`src/rtl/cpu_pkg.sv`:
```
// Shared CPU front-end types: fetch FSM states, fault codes, instruction size.
package cpu_pkg;

    localparam int unsigned INSTR_BYTES = 4;

    typedef enum logic [1:0] {
        IDLE = 2'd0,
        RUN  = 2'd1,
        HALT = 2'd2
    } fetch_state_e;

    typedef enum logic [1:0] {
        FLT_NONE     = 2'd0,
        FLT_MISALIGN = 2'd1,
        FLT_RANGE    = 2'd2
    } fault_e;

endpackage

```
`src/rtl/pc_fetch_unit_if.sv`:
```
// Control/status bundle between the CPU core and the PC fetch unit.
//   master : core side, drives run/stall/halt/branch/jump, observes PC and status
//   slave  : fetch unit side
interface pc_fetch_unit_if #(
    parameter int unsigned ADDR_W = 16,
    parameter int unsigned CNT_W  = 32
);
    logic              run_i;
    logic              stall_i;
    logic              halt_i;
    logic              branch_taken_i;
    logic [ADDR_W-1:0] branch_off_i;
    logic              jump_i;
    logic [ADDR_W-1:0] jump_tgt_i;
    logic [ADDR_W-1:0] pc_o;
    logic [ADDR_W-1:0] pc_plus4_o;
    logic              fetch_valid_o;
    logic              halted_o;
    logic [1:0]        fault_o;
    logic [CNT_W-1:0]  retired_o;

    modport master (
        output run_i, stall_i, halt_i, branch_taken_i, branch_off_i, jump_i, jump_tgt_i,
        input  pc_o, pc_plus4_o, fetch_valid_o, halted_o, fault_o, retired_o
    );

    modport slave (
        input  run_i, stall_i, halt_i, branch_taken_i, branch_off_i, jump_i, jump_tgt_i,
        output pc_o, pc_plus4_o, fetch_valid_o, halted_o, fault_o, retired_o
    );
endinterface

```
`src/rtl/pc_fetch_unit_next_calc.sv`:
```
// Combinational next-PC candidate and fault classification.
//   pc_i            current PC
//   jump_i/tgt      absolute jump (highest priority)
//   branch_taken_i  PC-relative branch with signed offset branch_off_i
//   next_pc_o       candidate next PC (truncated to ADDR_W)
//   fault_o         FLT_MISALIGN beats FLT_RANGE; FLT_NONE when legal
module pc_next_calc
    import cpu_pkg::*;
#(
    parameter int unsigned ADDR_W    = 16,
    parameter int unsigned MEM_BYTES = 1024
) (
    input  logic [ADDR_W-1:0] pc_i,
    input  logic              jump_i,
    input  logic [ADDR_W-1:0] jump_tgt_i,
    input  logic              branch_taken_i,
    input  logic [ADDR_W-1:0] branch_off_i,
    output logic [ADDR_W-1:0] next_pc_o,
    output fault_e            fault_o
);

    localparam int unsigned SUM_W = ADDR_W + 1;

    logic [SUM_W-1:0] seq_sum;
    logic [SUM_W-1:0] br_sum;
    logic [SUM_W-1:0] cand;
    logic             in_limit;

    // Extra top bit flags negative results and carries out of ADDR_W alike.
    always_comb begin
        seq_sum = {1'b0, pc_i} + SUM_W'(INSTR_BYTES);
        br_sum  = $signed({1'b0, pc_i}) + $signed({branch_off_i[ADDR_W-1], branch_off_i});

        if (jump_i) begin
            cand = {1'b0, jump_tgt_i};
        end else if (branch_taken_i) begin
            cand = br_sum;
        end else begin
            cand = seq_sum;
        end

        next_pc_o = cand[ADDR_W-1:0];
        in_limit  = (32'(cand[ADDR_W-1:0]) + 32'd3) < MEM_BYTES;

        if (cand[1:0] != 2'b00) begin
            fault_o = FLT_MISALIGN;
        end else if (cand[ADDR_W] || !in_limit) begin
            fault_o = FLT_RANGE;
        end else begin
            fault_o = FLT_NONE;
        end
    end

endmodule

```
`src/rtl/pc_fetch_unit.sv`:
```
// Program counter and fetch sequencer feeding the instruction memory.
//   clk, rst_n : clock, async active-low reset
//   bus        : slave side of pc_fetch_unit_if (controls in, PC/status out)
// FSM IDLE -> RUN on run_i; RUN -> HALT on halt_i or a fetch fault; HALT exits only by reset.
module pc_fetch_unit
    import cpu_pkg::*;
#(
    parameter int unsigned ADDR_W    = 16,
    parameter int unsigned MEM_BYTES = 1024,
    parameter int unsigned RESET_PC  = 0,
    parameter int unsigned CNT_W     = 32
) (
    input  logic           clk,
    input  logic           rst_n,
    pc_fetch_unit_if.slave bus
);

    fetch_state_e      state_q, state_d;
    logic [ADDR_W-1:0] pc_q, pc_d;
    fault_e            fault_q, fault_d;
    logic [CNT_W-1:0]  retired_q, retired_d;

    logic [ADDR_W-1:0] next_pc;
    fault_e            next_fault;
    logic [CNT_W-1:0]  retired_inc;

    pc_next_calc #(
        .ADDR_W    (ADDR_W),
        .MEM_BYTES (MEM_BYTES)
    ) u_next_calc (
        .pc_i           (pc_q),
        .jump_i         (bus.jump_i),
        .jump_tgt_i     (bus.jump_tgt_i),
        .branch_taken_i (bus.branch_taken_i),
        .branch_off_i   (bus.branch_off_i),
        .next_pc_o      (next_pc),
        .fault_o        (next_fault)
    );

    // Saturating retire count.
    assign retired_inc = (retired_q == '1) ? retired_q : retired_q + CNT_W'(1);

    // Next-state: stall beats halt, halt beats PC update; a faulting target halts without retiring.
    always_comb begin
        state_d   = state_q;
        pc_d      = pc_q;
        fault_d   = fault_q;
        retired_d = retired_q;

        unique case (state_q)
            IDLE: begin
                if (bus.run_i) begin
                    state_d = RUN;
                end
            end
            RUN: begin
                if (!bus.stall_i) begin
                    if (bus.halt_i) begin
                        state_d   = HALT;
                        retired_d = retired_inc;
                    end else if (next_fault != FLT_NONE) begin
                        state_d = HALT;
                        fault_d = next_fault;
                    end else begin
                        pc_d      = next_pc;
                        retired_d = retired_inc;
                    end
                end
            end
            HALT: begin
            end
            default: begin
                state_d = HALT;
            end
        endcase
    end

    always_ff @(posedge clk or negedge rst_n) begin
        if (!rst_n) begin
            state_q   <= IDLE;
            pc_q      <= ADDR_W'(RESET_PC);
            fault_q   <= FLT_NONE;
            retired_q <= '0;
        end else begin
            state_q   <= state_d;
            pc_q      <= pc_d;
            fault_q   <= fault_d;
            retired_q <= retired_d;
        end
    end

    // Status outputs are pure decodes of registered state.
    assign bus.pc_o          = pc_q;
    assign bus.pc_plus4_o    = pc_q + ADDR_W'(INSTR_BYTES);
    assign bus.fetch_valid_o = (state_q == RUN);
    assign bus.halted_o      = (state_q == HALT);
    assign bus.fault_o       = fault_q;
    assign bus.retired_o     = retired_q;

endmodule
```
`src/flat_wrapper.sv`:
```
// flat-port wrapper written by rule: the top's interface ports become plain ports
module pc_fetch_unit_flat import cpu_pkg::*;
#(
    parameter int unsigned ADDR_W    = 16,
    parameter int unsigned MEM_BYTES = 1024,
    parameter int unsigned RESET_PC  = 0,
    parameter int unsigned CNT_W     = 32
)
  (clk, rst_n, bus_run_i, bus_stall_i, bus_halt_i, bus_branch_taken_i, bus_branch_off_i, bus_jump_i, bus_jump_tgt_i, bus_pc_o, bus_pc_plus4_o, bus_fetch_valid_o, bus_halted_o, bus_fault_o, bus_retired_o);
  pc_fetch_unit_if #(.ADDR_W(ADDR_W), .CNT_W(CNT_W)) bus_i ();
  input  logic clk;
  input  logic rst_n;
  input wire logic [$bits(bus_i.run_i)-1:0] bus_run_i;
  input wire logic [$bits(bus_i.stall_i)-1:0] bus_stall_i;
  input wire logic [$bits(bus_i.halt_i)-1:0] bus_halt_i;
  input wire logic [$bits(bus_i.branch_taken_i)-1:0] bus_branch_taken_i;
  input wire logic [$bits(bus_i.branch_off_i)-1:0] bus_branch_off_i;
  input wire logic [$bits(bus_i.jump_i)-1:0] bus_jump_i;
  input wire logic [$bits(bus_i.jump_tgt_i)-1:0] bus_jump_tgt_i;
  output wire logic [$bits(bus_i.pc_o)-1:0] bus_pc_o;
  output wire logic [$bits(bus_i.pc_plus4_o)-1:0] bus_pc_plus4_o;
  output wire logic [$bits(bus_i.fetch_valid_o)-1:0] bus_fetch_valid_o;
  output wire logic [$bits(bus_i.halted_o)-1:0] bus_halted_o;
  output wire logic [$bits(bus_i.fault_o)-1:0] bus_fault_o;
  output wire logic [$bits(bus_i.retired_o)-1:0] bus_retired_o;
  assign bus_i.run_i = bus_run_i;
  assign bus_i.stall_i = bus_stall_i;
  assign bus_i.halt_i = bus_halt_i;
  assign bus_i.branch_taken_i = bus_branch_taken_i;
  assign bus_i.branch_off_i = bus_branch_off_i;
  assign bus_i.jump_i = bus_jump_i;
  assign bus_i.jump_tgt_i = bus_jump_tgt_i;
  assign bus_pc_o = bus_i.pc_o;
  assign bus_pc_plus4_o = bus_i.pc_plus4_o;
  assign bus_fetch_valid_o = bus_i.fetch_valid_o;
  assign bus_halted_o = bus_i.halted_o;
  assign bus_fault_o = bus_i.fault_o;
  assign bus_retired_o = bus_i.retired_o;
  pc_fetch_unit #(.ADDR_W(ADDR_W), .MEM_BYTES(MEM_BYTES), .RESET_PC(RESET_PC), .CNT_W(CNT_W)) u_core (.clk(clk), .rst_n(rst_n), .bus(bus_i));
endmodule
```
`config.mk`:
```
export PLATFORM = sky130hd
export DESIGN_NAME = pc_fetch_unit_flat
export DESIGN_NICKNAME = d
export VERILOG_FILES = /design/src/rtl/cpu_pkg.sv /design/src/rtl/pc_fetch_unit_if.sv /design/src/rtl/pc_fetch_unit_next_calc.sv /design/src/rtl/pc_fetch_unit.sv /design/src/flat_wrapper.sv
export SDC_FILE = /design/constraint.sdc
export NUM_CORES = 1
export LEC_CHECK = 0
export ABC_AREA = 0
export BUFFER_PORTS_ARGS = -buffer_cell sky130_fd_sc_hd__buf_4
export CORE_MARGIN = 3
export CORE_UTILIZATION = 50
export CTS_BUF_LIST = sky130_fd_sc_hd__clkbuf_4 sky130_fd_sc_hd__clkbuf_8
export CTS_CLUSTER_SIZE = 8
export DETAILED_ROUTE_END_ITERATION = 10
export HOLD_SLACK_MARGIN = 0.15
export PLACE_DENSITY_LB_ADDON = 0.12
export SETUP_SLACK_MARGIN = 0.2
export SYNTH_ARGS = -nofsm -noshare
export SYNTH_HDL_FRONTEND = slang
export SYNTH_SLANG_ARGS = --single-unit
```
`constraint.sdc`:
```
create_clock -name clk -period 4.3 [get_ports clk]
set_clock_uncertainty 0.2 [all_clocks]
set_input_delay 0.86 -clock clk [delete_from_list [all_inputs] [get_ports clk]]
set_output_delay 0.86 -clock clk [all_outputs]
set_load 0.005 [all_outputs]
```
Word-level counts from Yosys, hierarchy flattened
Cells that the tools add are included.

word-level totals
  register bits = 52
  output and inout bits = 68
  logic and storage cells = 42

operators by class
  $add $sub $neg = 5
  magnitude comparators = 1
  eq/ne operators = 7
  mux-type cells = 12
  bitwise operators = 4
  reduce and logical (&&, ||, !) cells = 9

operator list
  cell                                                  number
  two-way mux 32 bit                                    3
  two-way mux 17 bit                                    2
  adder 32 x 1 -> 32 bit, second input constant         1
  == test 32 bit, second input constant                 1
  adder 16 x 2 -> 17 bit, second input constant         1
  adder 16 x 3 -> 17 bit, second input constant         1
  adder 17 x 16 -> 17 bit                               1
  < comparator 17 x 11 -> 1 bit, second input constant  1
  adder 16 x 3 -> 16 bit, second input constant         1
  two-way mux 2 bit                                     6
  AND reduction 4 bit                                   3
  != test 2 bit, second input constant                  3
  case mux 2 bit (3 select lines)                       1
  NOT 1 bit                                             4
  nonzero test 2 bit                                    2
  != test 3 x 2 -> 1 bit, second input constant         1
  AND reduction 3 bit                                   1
  == test 2 x 1 -> 1 bit, second input constant         1
  == test 2 bit, second input constant                  1
  zero test 2 bit                                       1
  zero test 1 bit                                       1
  logical OR 1 bit                                      1

Depth between registers and ports, before layout
Gate-level depths: netlist of the first run.

  depth after elaboration = 14
  gate-level depth with buffers = 14

By module
From an unflattened synthesis of the first run, not the netlist that was laid out.

second synthesis, totals
  cells, all modules = 429
  area total of the unflattened synthesis = 3,933.8 um^2

by module, submodules not included
  module         times used  cells each  area each (um^2)  sequential area each (um^2)
  pc_fetch_unit  1           229         2,586.2           1,301.2
  pc_next_calc   1           200         1,347.5           0.0

Worst setup path before layout of the first run
Ideal clock, no wire load.

  path type = input-to-reg
  from = input port bus_branch_off_i[0]
  to = register u_core.retired_q[1] (netlist: u_core.bus.retired_o[1])
  data arrival time = 3.386 ns
  data required time = 3.975 ns
  path slack = 0.589 ns
  cell stages on the path = 13
  cell sequence = ha_1 -> inv_1 -> fa_1 -> nor2b_1 -> o2111ai_1 -> a21oi_1 -> o211ai_1 -> a22o_1 -> nor4_4 -> a21oi_2 -> buf_6 -> nor2_1 -> mux2_4

on the way
  cells in the longest elaborated chain, start to end = 12
  elaborated cells between the ends (all ways) = 13
  classes of those cells = add/sub: 2; order compare: 1; eq/ne: 1; mux: 4; reduce/logical: 5

RTL lines
  item                             line                           RTL
  from (decl)                      flat_wrapper.sv:17             input wire logic [$bits(bus_i.branch_off_i)-1:0] bus_branch_off_i;
  adder 17 x 16 -> 17 bit *        pc_fetch_unit_next_calc.sv:32  br_sum = $signed({1'b0, pc_i}) + $signed({branch_off_i[ADDR_W-1], branch_off_i});
  two-way mux 17 bit *             pc_fetch_unit_next_calc.sv:36  end else if (branch_taken_i) begin
  two-way mux 17 bit *             pc_fetch_unit_next_calc.sv:34  if (jump_i) begin
  adder 16 x 2 -> 17 bit           pc_fetch_unit_next_calc.sv:43  in_limit = (32'(cand[ADDR_W-1:0]) + 32'd3) < MEM_BYTES;
  < comparator 17 x 11 -> 1 bit    pc_fetch_unit_next_calc.sv:43
  zero test 1 bit                  pc_fetch_unit_next_calc.sv:47  end else if (cand[ADDR_W] || !in_limit) begin
  logical OR 1 bit                 pc_fetch_unit_next_calc.sv:47
  two-way mux 2 bit                pc_fetch_unit_next_calc.sv:47
  two-way mux 2 bit *              pc_fetch_unit_next_calc.sv:45  if (cand[1:0] != 2'b00) begin
  nonzero test 2 bit *             pc_fetch_unit.sv:61            end else if (next_fault != FLT_NONE) begin
  != test 2 bit (no line) *        n/a
  AND reduction 3 bit (no line) *  n/a
  to (signal assigned)             pc_fetch_unit.sv:88            retired_q <= retired_d;
  to (decl)                        pc_fetch_unit.sv:21            logic [CNT_W-1:0] retired_q, retired_d;

Mark *: on every way between the ends. The rest lies on a longest branch, timed or not.
A chain may end at the register's enable or synchronous reset.

Final worst setup path of the first run
  from = input port bus_branch_off_i[0]
  to = register u_core.retired_q[7] (netlist: u_core.bus.retired_o[7])

The elaborated chain is that of the path after synthesis.

==> results.py, run 1 <==
metrics = {
    "pwr": {
        "p_total_mw": 1.00,
        "power.density_cell_area_mw_per_mm2": 201,
        "leakagePower_nw": 2.54,
        "ir_drop_uv": 152,
    },
    "setup_path": {
        "critPathArrivalTime_ns": 3.92,
        "cp-start-kind": "input pin",
        "path_class": "in -> reg",
        "reg2reg_depth": 13,
        "end_kind": "flip-flop",
        "path_max_fanout": 30,
        "worstPathRequired_ns": 4.32,
    },
    "floorplan": {
        "ioPinCount": 107,
        "dieArea_mm2": 0.00908,
        "die_h_um": 95.3,
        "core_area_mm2": 0.00749,
        "fp-row-count": 31,
        "start_util_pct": 53.2,
        "die_x_um": 95.3,
    },
    "cts": {
        "cts_made_buffers": 5,
        "cts_setup_buffers": 0,
        "tritoncts": "yes",
        "cts.hold.buffers_added": 0,
        "clk-insertion-delay-late_ns": 0.30,
        "clockRootBuffer": "clkbuf_8",
        "cts_sinks": 52,
        "cts_resized": 0,
        "h-tree-depth": 2,
        "clk_pin_slew_worst_paths_ns": 0.10,
        "cts_buffer_depth": 2,
    },
    "synth": {
        "yosysSeqAreaShare_pct": 32.7,
        "synth_top_area_share_pct": 32.7,
        "yosys_warnings": 0,
        "syn_avg_cell_area_um2": 9.08,
        "syn_area_mm2": 0.00399,
        "syn_nets": 497,
        "synth.largest_area_cell": "dfrtp_1",
        "synth_edf_count": 0,
        "async_flop_share_pct": 100,
        "syn_inst": 439,
        "ys_top_cells_by_area": "dfrtp_1, xor2_1, ha_1",
        "ys_seq_elements": 52,
        "synthDistinctLibCells": 67,
        "synth_ff_type": "dfrtp_1",
    },
    "hold_path": {
        "hold_path_depth": 1,
        "min_path_type": "reg -> reg",
    },
    "layout": {
        "final_cell_mix": "buf_4, dfrtp_1, xor2_1, nor2_1, nand2_1",
        "antenna_cells": 0,
        "drive_gt1_share_pct": 28.6,
        "area_growth_pct": 25.6,
        "fin_nets": 602,
        "fin_util_pct": 66.8,
        "layout_commonest_cell": "buf_4",
    },
    "detailed_routing": {
        "drtAntennaViolNets": 0,
        "drt-total-wl_um": 11500,
        "drt_pre_antenna_iters": 5,
        "drt-initial-drc-count": 288,
        "vias_per_cell": 5.96,
        "wl_per_cell_um": 17.8,
        "drc": 0,
        "vias": 3841,
    },
    "sta": {
        "setup_viol": 0,
        "finalCriticalPeriod_ns": 3.89,
        "fin_tns_setup_ns": 0,
        "rsz0062_at_grt": "false",
        "hold_viol": 0,
        "drv_slew": 0,
        "max_slew.worst_pin.slew_ns": 0.705,
        "clock.fmax_mhz": 257,
        "fin_crit_sh_pct": 90.5,
        "max-slew-margin-rel_pct": 53.0,
    },
    "global_routing": {
        "grt_max_degree": 53,
        "antenna_found_initial": 0,
        "grt_use_total_pct": 25.3,
        "grt_pass1_wl_um": 18200,
        "grt_pass1_vias": 3690,
        "overflow": 0,
    },
    "placed_design": {
        "port_buffers": 106,
        "routabilityCongestion": 0.962,
        "place_hpwl_um": 8950,
    },
    "run_status": {
        "status": "complete, no violations",
    },
    "job": {
        "drv_cap": 0,
    },
}
[sequential cells by signal (all words and copies together), names as in the netlist]
signal,cells
u_core.bus.retired_o,32
u_core.bus.pc_o,16
u_core.bus.fault_o,2
u_core.state_q,2
[synth_stat cells (12+ instances only)]
| master | count |
|---|---|
| a21oi_1 | 27 |
| o21ai_0 | 19 |
| nand3_1 | 22 |
| dfrtp_1 | 52 |
| ha_1 | 18 |
| xor2_1 | 38 |
| nand2_1 | 31 |
| nor2_1 | 32 |
| xnor2_1 | 12 |
| nor3_1 | 18 |
| inv_1 | 13 |
[power breakdown]
group / internal (mW) / total (mW) / switching, mW
logic: 0.0645 / 0.150 / 0.0850
clock network: 0.206 / 0.366 / 0.160
registers: 0.489 / 0.489 / 0
[stage by stage]
stage,hold slack [ns],setup slack (ns),instance area [um^2],cells
5_1_grt,0.319,0.258,5000,644
2_1_floorplan,0.265,0.589,3990,439
3_3_place_gp,0.276,0.275,4880,636
3_5_place_dp,0.292,0.156,4880,636
4_1_cts,0.308,0.409,5000,644
6_report,0.302,0.409,5000,644
[layer usage]
metal,GRT usage [%],wire (um),vias up
li1,-,-,1810
met1,38.5,5290,1866
met2,39.2,5220,159
met3,3.63,903,6
met4,3.25,40,0
met5,0,0,-
[layout make-up]
type / instances / area (um^2)
multi-input combinational: 356 / 2520
timing repair buffer: 115 / 876
inverter: 14 / 52.6
clock buffer: 7 / 96.3
clock inverter: 1 / 30.0
fill: 625 / 2480
sequential: 52 / 1300
tap: 99 / 124
[worst max-delay path: stages]
cell and delay [ns]:
buf_4 0.08, ha_1 0.15, inv_1 0.06, fa_1 0.42, nor2b_1 0.17, o2111ai_1 0.15
a21oi_1 0.40, o211ai_1 0.13, a22o_1 0.27, nor4_4 0.32, a21oi_2 0.12, buf_12 0.19
nor4bb_1 0.37, xor2_1 0.21
[worst paths after layout]
kind	slack, ns	to	startpoint
min reg2reg	0.30	u_core.bus.retired_o[27]	u_core.bus.retired_o[27]
max	0.41	u_core.bus.retired_o[7]	bus_branch_off_i[0]
max reg2reg	0.51	u_core.bus.retired_o[7]	u_core.bus.pc_o[0]
max in group asynchronous	3.08	u_core.bus.retired_o[10]	rst_n
min in group asynchronous	0.37	u_core.bus.retired_o[5]	rst_n
min	0.30	u_core.bus.retired_o[27]	u_core.bus.retired_o[27]
[cells by family after synthesis]
logic type,share of synthesized area (%)
AOI/OAI and AO/OA,13.9
xor gates and xnor gates,11.0
buffers and inverters,4.02
muxes,3.64
and+or+nand+nor,28.7
adders and majority gates,6.15
DFF,32.7
(Power assumes the default switching activity.)
==> run 2, diff against run 1 <==
==> constraint.sdc (replaced) <==
create_clock -name clk -period 3.3 [get_ports clk]
set_clock_uncertainty 0.2 [all_clocks]
set_input_delay 0.66 -clock clk [delete_from_list [all_inputs] [get_ports clk]]
set_output_delay 0.66 -clock clk [all_outputs]
set_load 0.005 [all_outputs]
==> run 2 against run 1 <==
  * The flow now finishes with violations (setup timing)
  * Via count grew 12%
  * Wire length grew 26%
  * Hold slack lost 0.13 ns
  * Clock power grew 12%
  * Combinational power grew 97%
  * Global-route usage grew 4.1 points
  * Sequential share of layout area shrank 5.1 points
  * Critical path depth is the same
  * Final cell count grew 13%
  * Core utilization grew 17 points
==> results.py, run 2 (synthesized netlist as in run 1, its figures left out) <==
metrics = {
    "pwr": {
        "ir_drop_uv": 224,
        "leakagePower_nw": 3.13,
        "power.density_cell_area_mw_per_mm2": 215,
    },
    "global_routing": {
        "antenna_found_initial": 0,
        "grt_use_total_pct": 29.4,
        "grt_pass1_wl_um": 20900,
        "overflow": 0,
        "grt_max_degree": 53,
        "grt_pass1_vias": 4086,
    },
    "layout": {
        "antenna_cells": 0,
        "layout_commonest_cell": "buf_4",
        "final.fill_count": 432,
        "largest_reg_flops": 32,
        "final_cell_mix": "buf_4, dfrtp_1, xor2_1, nand2_1, nor2_1",
        "drive_gt1_share_pct": 47.7,
        "fin_cells": 726,
        "area_growth_pct": 56.6,
        "fin_nets": 684,
        "fin_util_pct": 83.4,
    },
    "job": {
        "drv_cap": 0,
    },
    "cts": {
        "clk_pin_slew_worst_paths_ns": 0.12,
        "cts.hold.buffers_added": 0,
        "cts_buffer_depth": 2,
        "cts_made_buffers": 5,
        "tritoncts": "yes",
        "clockRootBuffer": "clkbuf_8",
        "clk-insertion-delay-late_ns": 0.32,
        "cts_sinks": 52,
        "h-tree-depth": 2,
    },
    "sta": {
        "max-slew-margin-rel_pct": 53.4,
        "fin_tns_setup_ns": -0.216,
        "drv_slew": 0,
        "setup_viol": 7,
        "clock.fmax_mhz": 298,
        "max_slew.worst_pin.slew_ns": 0.699,
        "hold_viol": 0,
        "finalCriticalPeriod_ns": 3.36,
        "rsz0062_at_grt": "true",
        "setup_slack_ns": -0.0577,
        "fin_crit_sh_pct": 102,
    },
    "floorplan": {
        "core_area_mm2": 0.00749,
        "ioPinCount": 107,
        "start_util_pct": 53.2,
        "die_x_um": 95.3,
        "die_h_um": 95.3,
        "fp-row-count": 31,
        "dieArea_mm2": 0.00908,
    },
    "placed_design": {
        "routabilityCongestion": 0.927,
        "port_buffers": 106,
        "place_hpwl_um": 9860,
        "place_inst": 692,
    },
    "detailed_routing": {
        "drt-total-wl_um": 14500,
        "wl_per_cell_um": 19.9,
        "vias_per_cell": 5.94,
        "drt_pre_antenna_iters": 5,
        "vias": 4315,
        "drtAntennaViolNets": 0,
        "drc": 0,
        "drt-initial-drc-count": 324,
    },
    "setup_path": {
        "worstPathRequired_ns": 3.35,
        "cp-start-kind": "flip-flop",
        "r2r_start": "u_core.bus.pc_o[0]",
        "path_class": "reg -> reg",
        "path_max_fanout": 7,
        "critPathArrivalTime_ns": 3.40,
        "crit_start": "u_core.bus.pc_o[0]",
        "end_kind": "flip-flop",
        "path_cells": "ha_4 > inv_2 > fa_2 > nor2b_4 > o2111ai_4 > a21oi_4 > or3_1 > a22o_1 > nor4_4 > a21oi_4 > buf_12 > clkbuf_16 > nor4_4 > xor2_1",
        "slowest_delay_ns": 0.43,
        "slowest_stage": "dfrtp_1",
    },
    "run_status": {
        "status": "finished, violations left",
        "violations": "setup timing",
    },
    "hold_path": {
        "min_path_type": "in -> async",
    },
}
-- run 2: timing repair --
item / CTS / global route
pin swaps: 12 / 44
endpoints found under the setup margin: 43 / 51
buffers inserted: 10 / 14
cloned: 0 / 2
gates resized for setup: 37 / 49
-- run 2: critical path: cells and delay by family (launching register included) --
| family | cells | cell delay, ns |
|---|---|---|
| XOR/XNOR | 1 | 0.19 |
| flip-flops | 1 | 0.43 |
| buffers and inverters | 3 | 0.37 |
| AO/OA/AOI/OAI | 4 | 0.66 |
| AND/OR/NAND/NOR | 4 | 1.02 |
| adder cells (fa/ha/maj) | 2 | 0.42 |
-- run 2: report_power, final --
part / internal (mW) / switching (mW)
Clock: 0.157 / 0.253
Combinational: 0.148 / 0.148
Sequential: 0.637 / 0
-- run 2: layout make-up --
type                       instances  area, um^2  area share [%]
tap                               99         124            1.99
clock buffer                       5        68.8            1.10
sequential                        52        1310            21.0
inverter                          14        52.6           0.842
clock inverter                     3        27.5           0.441
multi-input combinational        356        3030            48.5
timing repair buffer             197        1630            26.1
-- run 2: per-layer routing --
layer,global-route usage [%],wire [um],part of all wire (%),up-vias
met5,0,0,0,-
met1,40.9,6180,43,2121
met3,4.34,898,6.2,21
li1,-,-,-,1977
met4,5.53,213,1.5,0
met2,48.8,7160,50,196
-- run 2: worst paths after layout --
kind,to,slack (ns),depth (start not counted)
max in group asynchronous,u_core.bus.pc_o[4],2.21,1
worst min-delay path,u_core.bus.retired_o[20],0.17,1
min in group clk,u_core.bus.retired_o[11],0.31,1
worst max register to register,u_core.bus.retired_o[26],-0.06,14
worst max-delay path,u_core.bus.retired_o[26],-0.06,14
worst min register to register,u_core.bus.retired_o[11],0.31,1
-- run 2: metrics by stage --
step	hold slack, ns	setup WS (ns)	cell area (um^2)	power, mW
2_1_floorplan	0.164	0.0720	4150	0.770
3_3_place_gp	0.284	-0.280	5470	0.888
3_5_place_dp	0.286	-0.301	5470	0.890
4_1_cts	0.198	0.0598	5840	1.30
5_1_grt	0.210	-0.163	6240	1.39
6_report	0.170	-0.0577	6240	1.34
==> run 3, diff against run 2 <==
--- a/config.mk
+++ b/config.mk
@@ -14,6 +14,7 @@
 export DETAILED_ROUTE_END_ITERATION = 10
 export HOLD_SLACK_MARGIN = 0.15
 export PLACE_DENSITY_LB_ADDON = 0.12
+export REMOVE_ABC_BUFFERS = 1
 export SETUP_SLACK_MARGIN = 0.2
 export SYNTH_ARGS = -nofsm -noshare
 export SYNTH_HDL_FRONTEND = slang
==> constraint.sdc (replaced) <==
create_clock -name clk -period 3.6 [get_ports clk]
set_clock_uncertainty 0.2 [all_clocks]
set_input_delay 0.72 -clock clk [delete_from_list [all_inputs] [get_ports clk]]
set_output_delay 0.72 -clock clk [all_outputs]
set_load 0.005 [all_outputs]
==> run 3 against run 2 <==
  * The flow now finishes without violations
  * Clock power increased by 7.1%
  * Non-clock buffer count shrank 32
  * Die area did not move
  * Final cell count is 4.4% lower
  * Global-route usage is 3.3 points lower
  * Register-to-register slack better by 0.32 ns
  * Sequential power decreased by 8.3%
  * Core utilization down 8.9 points
  * Flip-flop and latch count did not move
  * Wire length fell by 18%
  * Power decreased by 8.0%
==> results.py, run 3 (synthesized netlist as in run 1, its figures left out) <==
metrics = {
    "run_status": {
        "status": "complete, no violations",
    },
    "detailed_routing": {
        "drc": 0,
        "drt-total-wl_um": 11900,
        "drtAntennaViolNets": 0,
        "vias_per_cell": 5.83,
        "drt_pre_antenna_iters": 5,
        "drt-initial-drc-count": 262,
        "vias": 4043,
        "wl_per_cell_um": 17.2,
    },
    "cts": {
        "clk-insertion-delay-late_ns": 0.31,
        "tritoncts": "yes",
        "cts_sinks": 52,
        "clockRootBuffer": "clkbuf_8",
        "h-tree-depth": 2,
        "clk_pin_slew_worst_paths_ns": 0.10,
        "cts_buffer_depth": 2,
        "cts_made_buffers": 5,
    },
    "layout": {
        "area_growth_pct": 39.8,
        "fin_nets": 652,
        "antenna_cells": 0,
        "largest_reg_flops": 32,
        "layout_commonest_cell": "buf_4",
        "drive_gt1_share_pct": 37.8,
        "final_cell_mix": "buf_4, dfrtp_1, xor2_1, nor2_1, nand2_1",
    },
    "pwr": {
        "p_int_mw": 0.912,
        "clkPwrFrac_pct": 35.6,
        "p_total_mw": 1.23,
        "ir_drop_uv": 189,
        "leakagePower_nw": 2.83,
        "p_seq_share_pct": 47.3,
        "p_sw_mw": 0.323,
        "p_comb_share_pct": 17.2,
        "power.density_cell_area_mw_per_mm2": 222,
        "switching_share_pct": 26.2,
    },
    "job": {
        "drv_cap": 0,
    },
    "hold_path": {
        "min_path_type": "in -> async",
    },
    "sta": {
        "drv_slew": 0,
        "fin_crit_sh_pct": 93.7,
        "fin_tns_setup_ns": 0,
        "setup_viol": 0,
        "finalCriticalPeriod_ns": 3.37,
        "max_slew.worst_pin.slew_ns": 0.686,
        "rsz0062_at_grt": "true",
        "hold_viol": 0,
        "clock.fmax_mhz": 296,
        "max-slew-margin-rel_pct": 54.3,
        "setup_slack_ns": 0.225,
    },
    "global_routing": {
        "grt_use_total_pct": 26.1,
        "grt_pass1_wl_um": 18500,
        "overflow": 0,
        "grt_max_degree": 53,
        "antenna_found_initial": 0,
        "grt_pass1_vias": 3648,
    },
    "setup_path": {
        "path_depth": 14,
        "critPathCapture": "u_core.bus.retired_o[29]",
        "crit_top_cell": "buf_4",
        "slowest_delay_ns": 0.53,
        "worstPathRequired_ns": 3.61,
        "critPathArrivalTime_ns": 3.38,
        "critical-path-top-delay-family": "compound AO/OA/AOI/OAI gates",
        "reg2reg_depth": 13,
        "ff2ff_setup_slack_ns": 0.26,
        "r2r-end": "u_core.bus.retired_o[29]",
        "cp-start-kind": "input pin",
        "crit_start": "bus_branch_off_i[4]",
        "path_buf_inv": 4,
        "path_max_fanout": 9,
        "path_cells": "buf_4 > ha_1 > a21o_1 > a31o_1 > o211a_1 > or4_1 > nand4b_1 > a21oi_1 > buf_4 > a21oi_4 > buf_6 > buf_4 > nor2_1 > xor2_1",
        "r2r_start": "u_core.bus.pc_o[4]",
        "end_kind": "flip-flop",
        "path_class": "in -> reg",
        "slowest_stage": "or4_1",
    },
    "placed_design": {
        "port_buffers": 106,
        "routabilityCongestion": 0.938,
        "post-place-ws_ns": -0.269,
        "place_hpwl_um": 9180,
    },
    "floorplan": {
        "die_h_um": 95.3,
        "dieArea_mm2": 0.00908,
        "start_util_pct": 53.2,
        "ioPinCount": 107,
        "die_x_um": 95.3,
        "fp-row-count": 31,
        "core_area_mm2": 0.00749,
    },
}
run 3: cell count changes in the layout (fill, tap and decap cells not counted), sizes merged:
cell,delta
clkinvlp,-1
inv,-1
bufinv,+1
clkbuf,-1
buf,-30
run 3: area by class of cell:
class | count | area, um^2
clock buffers | 6 | 82.6
clock inverters | 2 | 38.8
fillers | 576 | 1920
inverters | 14 | 52.6
multi-input cells | 356 | 2710
flip-flops and latches | 52 | 1300
well taps | 99 | 124
repair buffers | 165 | 1260
run 3: routing by layer:
layer	share of wire [%]	wire (um)	track usage [%]	up-vias
li1	-	-	-	1913
met1	48	5680	39.7	1964
met2	44	5300	39.3	157
met3	7.2	853	4.26	9
met4	0.60	71	4.45	0
met5	0	0	0	-
run 3: how the worst min path moves through the flow:
stage / cells after the start / start / endpoint / slack [ns]
final: 1 / rst_n / u_core.bus.pc_o[12] / 0.24
after CTS: 1 / rst_n / u_core.bus.retired_o[11] / 0.26
after floorplan: 0 / rst_n / u_core.bus.fault_o[0] / 0.22
after detailed placement: 1 / u_core.bus.retired_o[11] / u_core.bus.retired_o[11] / 0.29
after global routing: 1 / rst_n / u_core.bus.pc_o[15] / 0.28
after global placement: 1 / u_core.bus.fault_o[0] / u_core.bus.fault_o[0] / 0.28
run 3: what timing repair did:
action / CTS / global route
endpoints found under the hold margin: 0 / 0
setup endpoints to repair: 38 / 51
buffers inserted: 0 / 5
hold buffers: 0 / 0
gates cloned: 0 / 0
resized for setup: 8 / 32
pin swaps: 1 / 9
run 3: worst register-to-register path: stages (launching register included):
cell	delay, ns
dfrtp_2	0.45
ha_1	0.32
a21o_1	0.21
a31o_1	0.21
o211a_1	0.25
or4_1	0.53
nand4b_1	0.11
a21oi_1	0.09
buf_4	0.16
a21oi_4	0.19
buf_6	0.20
buf_4	0.15
nor2_1	0.05
xor2_1	0.13
run 3: power by group through the flow:
stage,clock [mW],sequential (mW),combinational [mW]
floorplan,0,0.595,0.0921
global placement,0,0.595,0.196
detailed placement,0,0.595,0.197
CTS,0.449,0.584,0.200
global route,0.473,0.584,0.230
finish,0.439,0.584,0.212
run 3: through the flow:
step / cells / cell area [um^2] / hold slack, ns / util (%)
6_report: 694 / 5570 / 0.236 / 74.4
4_1_cts: 689 / 5360 / 0.263 / 71.6
5_1_grt: 694 / 5570 / 0.282 / 74.4
2_1_floorplan: 422 / 3880 / 0.224 / -
3_3_place_gp: 681 / 5200 / 0.276 / 69.5
3_5_place_dp: 681 / 5200 / 0.285 / 69.5
